### config.mk
export PLATFORM = sky130hd
export DESIGN_NAME = target_encoder
export DESIGN_NICKNAME = d
export VERILOG_FILES = /design/src/rtl/target_encoder_pkg.sv /design/src/rtl/target_encoder_onehot.sv /design/src/rtl/target_encoder.sv
export SDC_FILE = /design/constraint.sdc
export NUM_CORES = 1
export LEC_CHECK = 0
export BUFFER_PORTS_ARGS = -buffer_cell sky130_fd_sc_hd__buf_2
export CAP_MARGIN = 25
export CELL_PAD_IN_SITES_DETAIL_PLACEMENT = 1
export CELL_PAD_IN_SITES_GLOBAL_PLACEMENT = 1
export CORE_MARGIN = 2
export CORE_UTILIZATION = 35
export CTS_CLUSTER_SIZE = 10
export DETAILED_ROUTE_END_ITERATION = 10
export PLACE_DENSITY = 0.78
export SETUP_SLACK_MARGIN = 0.05
export SLEW_MARGIN = 20
export SYNTH_ARGS = -nofsm -noshare
export SYNTH_HDL_FRONTEND = slang
export SYNTH_SLANG_ARGS = --single-unit
### constraint.sdc
create_clock -name clk -period 1.77 [get_ports clk]
set_clock_uncertainty 0.05 [all_clocks]
set_input_delay 0.354 -clock clk [delete_from_list [all_inputs] [get_ports clk]]
set_output_delay 0.354 -clock clk [all_outputs]
set_load 0.01 [all_outputs]
### src/rtl/target_encoder_pkg.sv
// Shared class-count, Q16.16 constants and FSM encoding
// for the target encoder and the output checker.
package target_encoder_pkg;

  localparam int NUM_OUT_DEF    = 20;
  localparam int DATA_WIDTH_DEF = 32;
  localparam int IDX_W          = 5;

  localparam logic [31:0] ONE  = 32'h0001_0000;
  localparam logic [31:0] ZERO = 32'h0000_0000;

  typedef enum logic {
    IDLE = 1'b0,
    EMIT = 1'b1
  } state_t;

endpackage

### src/rtl/target_encoder_onehot.sv
// Class index to one-hot code, bit k set for class k.
// Out-of-range indices give an all-zero code.
module idx_to_onehot
  import target_encoder_pkg::*;
#(
  parameter int NUM_OUT = NUM_OUT_DEF
) (
  input  logic [IDX_W-1:0]   idx,
  output logic [NUM_OUT-1:0] onehot
);

  // one comparator per class bit
  always_comb begin
    onehot = '0;
    for (int k = 0; k < NUM_OUT; k++) begin
      onehot[k] = (idx == IDX_W'(k));
    end
  end

endmodule

### src/rtl/target_encoder.sv
// Expands a class label into a NUM_OUT-element target
// vector, one element per valid/ready handshake.
module target_encoder
  import target_encoder_pkg::*;
#(
  parameter int DATA_WIDTH = DATA_WIDTH_DEF,
  parameter int NUM_OUT    = NUM_OUT_DEF,
  parameter logic [DATA_WIDTH-1:0] TARGET_HI = ONE,
  parameter logic [DATA_WIDTH-1:0] TARGET_LO = ZERO
) (
  input  logic                  clk,
  input  logic                  rst,
  input  logic                  label_valid,
  output logic                  label_ready,
  input  logic [IDX_W-1:0]      label_idx,
  output logic                  tgt_valid,
  input  logic                  tgt_ready,
  output logic [DATA_WIDTH-1:0] tgt_data,
  output logic [IDX_W-1:0]      tgt_idx,
  output logic                  tgt_last,
  output logic [NUM_OUT-1:0]    label_onehot,
  output logic                  label_err,
  output logic                  busy
);

  localparam logic [IDX_W-1:0] LAST = IDX_W'(NUM_OUT - 1);

  state_t             state;
  state_t             state_nxt;
  logic [IDX_W-1:0]   lbl;
  logic [IDX_W-1:0]   nxt;
  logic [NUM_OUT-1:0] oh;
  logic               acc;
  logic               legal;
  logic               hs;

  idx_to_onehot #(
    .NUM_OUT (NUM_OUT)
  ) u_oh (
    .idx    (label_idx),
    .onehot (oh)
  );

  assign acc   = label_valid && label_ready;
  assign legal = (label_idx <= LAST);
  assign hs    = tgt_valid && tgt_ready;
  assign nxt   = tgt_idx + IDX_W'(1);

  // state register
  always_ff @(posedge clk) begin
    if (rst) state <= IDLE;
    else     state <= state_nxt;
  end

  // next state: legal label starts a vector, last handshake ends it
  always_comb begin
    state_nxt = state;
    unique case (state)
      IDLE: if (acc && legal)     state_nxt = EMIT;
      EMIT: if (hs && tgt_last)   state_nxt = IDLE;
    endcase
  end

  // ready is decoded from state and held low while in reset
  always_comb begin
    label_ready = !rst && (state == IDLE);
  end

  // registered stream outputs; tgt_idx doubles as element counter
  always_ff @(posedge clk) begin
    if (rst) begin
      lbl          <= '0;
      tgt_valid    <= 1'b0;
      tgt_data     <= '0;
      tgt_idx      <= '0;
      tgt_last     <= 1'b0;
      label_onehot <= '0;
      label_err    <= 1'b0;
      busy         <= 1'b0;
    end else begin
      label_err <= 1'b0;
      if (acc) begin
        if (legal) begin
          lbl          <= label_idx;
          label_onehot <= oh;
          tgt_valid    <= 1'b1;
          busy         <= 1'b1;
          tgt_idx      <= '0;
          tgt_last     <= (LAST == '0);
          tgt_data     <= (label_idx == '0) ? TARGET_HI
                                            : TARGET_LO;
        end else begin
          label_err <= 1'b1;
        end
      end else if (state == EMIT && hs) begin
        if (tgt_last) begin
          tgt_valid <= 1'b0;
          busy      <= 1'b0;
          tgt_idx   <= '0;
          tgt_last  <= 1'b0;
          tgt_data  <= '0;
        end else begin
          tgt_idx  <= nxt;
          tgt_last <= (nxt == LAST);
          tgt_data <= (nxt == lbl) ? TARGET_HI : TARGET_LO;
        end
      end
    end
  end

endmodule

# After elaboration in Yosys (flattened, before gate mapping)
# Cells that the tools add are included.
# word_totals
register_bits,66
elab_cells,70
in_bits,9
# classes
n_eq_ne,22
muxes,22
order_cmp,1
bitwise_logic,2
addsub,1
n_reduce_logical,14
# ops
operator,n
two-way mux 32 bit,3
two-way mux 17 bit,3
== test 5 x 4 -> 1 bit (second input constant),8
== test 5 bit (second input constant),5
== test 5 x 3 -> 1 bit (second input constant),4
two-way mux 5 bit,4
two-way mux 1 bit,11
== test 5 x 2 -> 1 bit (second input constant),2
logical AND 1 bit,6
adder 5 x 1 -> 5 bit (second input constant),1
== test 5 x 1 -> 1 bit (second input constant),1
== test 5 bit,1
<= comparator 5 bit (second input constant),1
zero test 5 bit,1
AND reduction 2 bit,2
nonzero test 2 bit,2
AND reduction 3 bit,1
!= test 2 x 1 -> 1 bit (second input constant),1
NOT 1 bit,2
one-hot mux 1 bit (2 select lines),1
OR reduction 2 bit,1
zero test 1 bit,1

# Longest topological paths before layout
# depth
ltp_word,6
ltp_mapped,7

# By module
# A second synthesis with hierarchy kept.
# unflattened
cells_unflattened,245
area_unflattened_um2,1876.8
# by_module_without_submodules
mod,area_each_um2,n_inst,seq_area_each_um2,cells_each
target_encoder,1709.1,1,700.7,212
idx_to_onehot,167.7,1,0.0,33

# Least setup slack after synthesis
# OpenSTA, ideal clock, no wires.
# synth_path
kind,reg2reg
startpoint,register tgt_idx[0]
endpoint,register tgt_last
stages_incl_launch_ff,6
n_path_buf,0
setup_slack_ps,54
t_required_ps,1650
arrival_ps,1595
cell_sequence,dfxtp_1 > ha_1 > nand3_1 > xor2_1 > or4b_1 > a21oi_1
# synth_between
elab_chain_len,5
# synth_rtl
element,line_no,text
start: declaration,target_encoder.sv:19,"output logic [IDX_W-1:0] tgt_idx,"
start signal: assignment,target_encoder.sv:103,tgt_idx <= nxt;
adder 5 x 1 -> 5 bit,target_encoder.sv:47,assign nxt = tgt_idx + IDX_W'(1);
== test 5 bit,target_encoder.sv:104,tgt_last <= (nxt == LAST);
two-way mux 1 bit,target_encoder.sv:96,if (tgt_last) begin
two-way mux 1 bit,target_encoder.sv:95,end else if (state == EMIT && hs) begin
two-way mux 1 bit,target_encoder.sv:82,if (acc) begin
end signal: assignment,target_encoder.sv:89,tgt_last <= (LAST == '0);
end signal: assignment,target_encoder.sv:104,
end: declaration,target_encoder.sv:20,"output logic tgt_last,"
# Every way passes these cells. The select of a mux whose other input is x is not followed.
# A chain may end at the register's enable or synchronous reset.

# Final worst setup path
# Ends and elaborated chain as after synthesis.

==> results.md <==
* Status: complete, no violations
* Antenna violations before repair at 0
* Reg2reg path depth at 6
* Area grow syn2layout at 16.7%
* Synth Flop Type: dfxtp_1
* Layout Nets at 277
* CTS clock-pin slew for the worst setup and hold paths at 0.07 ns
* Io pins at 71
* Final Cycle Share at 0.939
* Worst hold stages at 3
* Worst EP required at approximately 2.0 ns
* Max-slew violations at 0
* Synth unique cells at 35
* Most common cell after layout, fill and taps aside: buf_2
* Hold WS at 0.314 ns
* Starting Density at 0.361
* Initial drt markers at 38
* Diodes inserted at 0
* Worst skew pair latency at 0.29 ns
* Setup Buffers After CTS at 0
* RSZ-0062 raised after global routing: yes
* Final-layout fill cell count at 664
* CP Class: register to register
* Synth Register Bits at 35
* CTS buffer count at 5
* First-pass GRT wire length at 7.29 mm
* DPL Wire Length at approximately 3.3 mm
* Via count at around 1,600
* Setup violations, final at 0
* Type of origin of the critical path: register
* Synth Instances at 218
* Root buf cell: clkbuf_8
* YS warnings at 0
* FFs w/ async S/R, synth at 0
* P_leak at 0.925 nW
* Register area at 703 sq um
* Worst vdd ir at 0.000295 V
* Max Clk Rate at 0.602 GHz
* Most frequent cells in the layout: 39 x buf_2, 33 x dfxtp_1, 31 x conb_1, 30 x nor2_1, 27 x a21oi_1
* Share of cells above drive strength 1 at 0.281
* H-tree depth at 2
* Core Util, Final at 0.422
* Worst Hold Class: input pin to register
* Post-route cell area at 2140 sq um
* WL per Instance at between 10 and 15 um
* Via-to-Cell Ratio at about 4.8
* Die Ht at 76.4 um
* Worst Path Arrival at 1.84 ns
* ANT nets after route at 0
* Post-synth EDFFs at 0
* CTS tree: built
* Post-Synthesis Cell Area at 1830 sq um
* Setup tns final at 0 ns
* Syn_area_per_cell at 8.41 sq um
* GRT Resource Usage Total at 0.155
* Final Hold Violating Endpoints at 0
* Pwr/cell area at approximately 760 nW/um^2
* Chip Width at 76.4 um
* Vias in the first global route at ~1,600
* Crit-path max FO at 5
* Congestion Overflow GR at 0
* Core footprint at 5070 sq um
* Register area share after synthesis at 0.382
* Total wire length at 4.45 mm
* Routability cong. at 0.804
* Die area at 5840 sq um
* Max Cap Violations at 0
* Largest net degree at the start of global routing at 28
* Drt pass-1 iters at 4
* Clk sinks at 35
* Post-layout min period at roughly 1.7 ns
* Placement Rows at 26
* CTS Buffer Depth at 2
* Multi-input gate area at 936 sq um
* DRC viols at 0
* PortBufs at 39
* Post-DP Area at ~2000 sq um
* Endpoint type of the worst setup path: register
* Post-CTS Hold Fix Bufs at 0
* Total power at 1.62 mW
==> layout make-up <==
| type | instances | share of cell area |
|---|---|---|
| clock buffer | 7 | 0.0403 |
| clock inverter | 1 | 0.00409 |
| inverter | 3 | 0.00526 |
| multi-input combinational | 167 | 0.437 |
| sequential | 35 | 0.328 |
| tap | 70 | 0.0409 |
| timing repair buffer | 54 | 0.144 |
==> routing by layer <==
metal	share of wire	global-route usage	vias up
met4	0.015	0.0618	0
met5	0	0	-
met3	0.043	0.0379	7
met2	0.50	0.265	42
li1	-	-	780
met1	0.44	0.186	774
==> worst max-delay path, cell delays in order, from the launching register on <==
cell     delay [ns]
dfxtp_2        0.34
ha_1           0.21
buf_4          0.14
xor2_1         0.16
nor2_1         0.10
or4b_4         0.46
a21oi_2        0.11
==> power by group <==
group	switching (mW)	internal (mW)	leakage (nW)	total (mW)
sequential	0.00925	0.799	0.284	0.808
combinational	0.130	0.0587	0.593	0.189
clock	0.302	0.319	0.0484	0.621
total	0.442	1.18	0.925	1.62
==> metrics by stage <==
step / cells / setup WS [ns]
floorplan: 248 / 0.0544
global placement: 329 / 0.0825
detailed placement: 329 / 0.0580
CTS: 337 / 0.0623
finish: 337 / 0.109
global route: 337 / 0.0386
==> what timing repair did <==
item | CTS | global route
pin swaps | 0 | 2
setup endpoints to repair | 1 | 3
gates resized for setup | 1 | 4
==> state kept, by name (all words and copies together) (netlist names) <==
signal	count
busy	1
label_err	1
label_onehot	20
lbl	5
state	1
tgt_data	1
tgt_idx	5
tgt_last	1
==> path summary, 6_finish.rpt <==
path                 endpoint             start  slack [ns]
max                  tgt_last        tgt_idx[0]        0.11
min                    lbl[1]      label_idx[1]        0.31
max reg2reg          tgt_last        tgt_idx[0]        0.11
min reg2reg  label_onehot[18]  label_onehot[18]        0.40
==> cells by family after synthesis <==
logic type | count (synthesis) | share of synthesized area
AND/OR/NAND/NOR | 86 | 0.245
AO/OA/AOI/OAI | 39 | 0.130
XOR/XNOR | 9 | 0.0512
flip-flops | 35 | 0.382
adder cells (fa/ha/maj) | 2 | 0.0136
buffers and inverters | 46 | 0.177
other | 1 | 0.00204
==> synthesized netlist by cell type (all sizes together), types with 2 or more instances <==
cell | n | area share
inv | 3 | 0.0061
nand2 | 17 | 0.036
xnor2 | 6 | 0.029
nor4 | 13 | 0.044
o21ai | 3 | 0.010
clkbuf | 6 | 0.012
dfxtp | 35 | 0.38
ha | 2 | 0.014
or3 | 3 | 0.010
or3b | 2 | 0.0096
buf | 37 | 0.16
nand4b | 2 | 0.0096
nand4 | 2 | 0.0068
nand3 | 8 | 0.022
a22oi | 4 | 0.016
nor2 | 30 | 0.061
a21oi | 29 | 0.081
nand2b | 4 | 0.014
xor2 | 2 | 0.0096
Note: power is estimated with default switching activity, not from simulation.
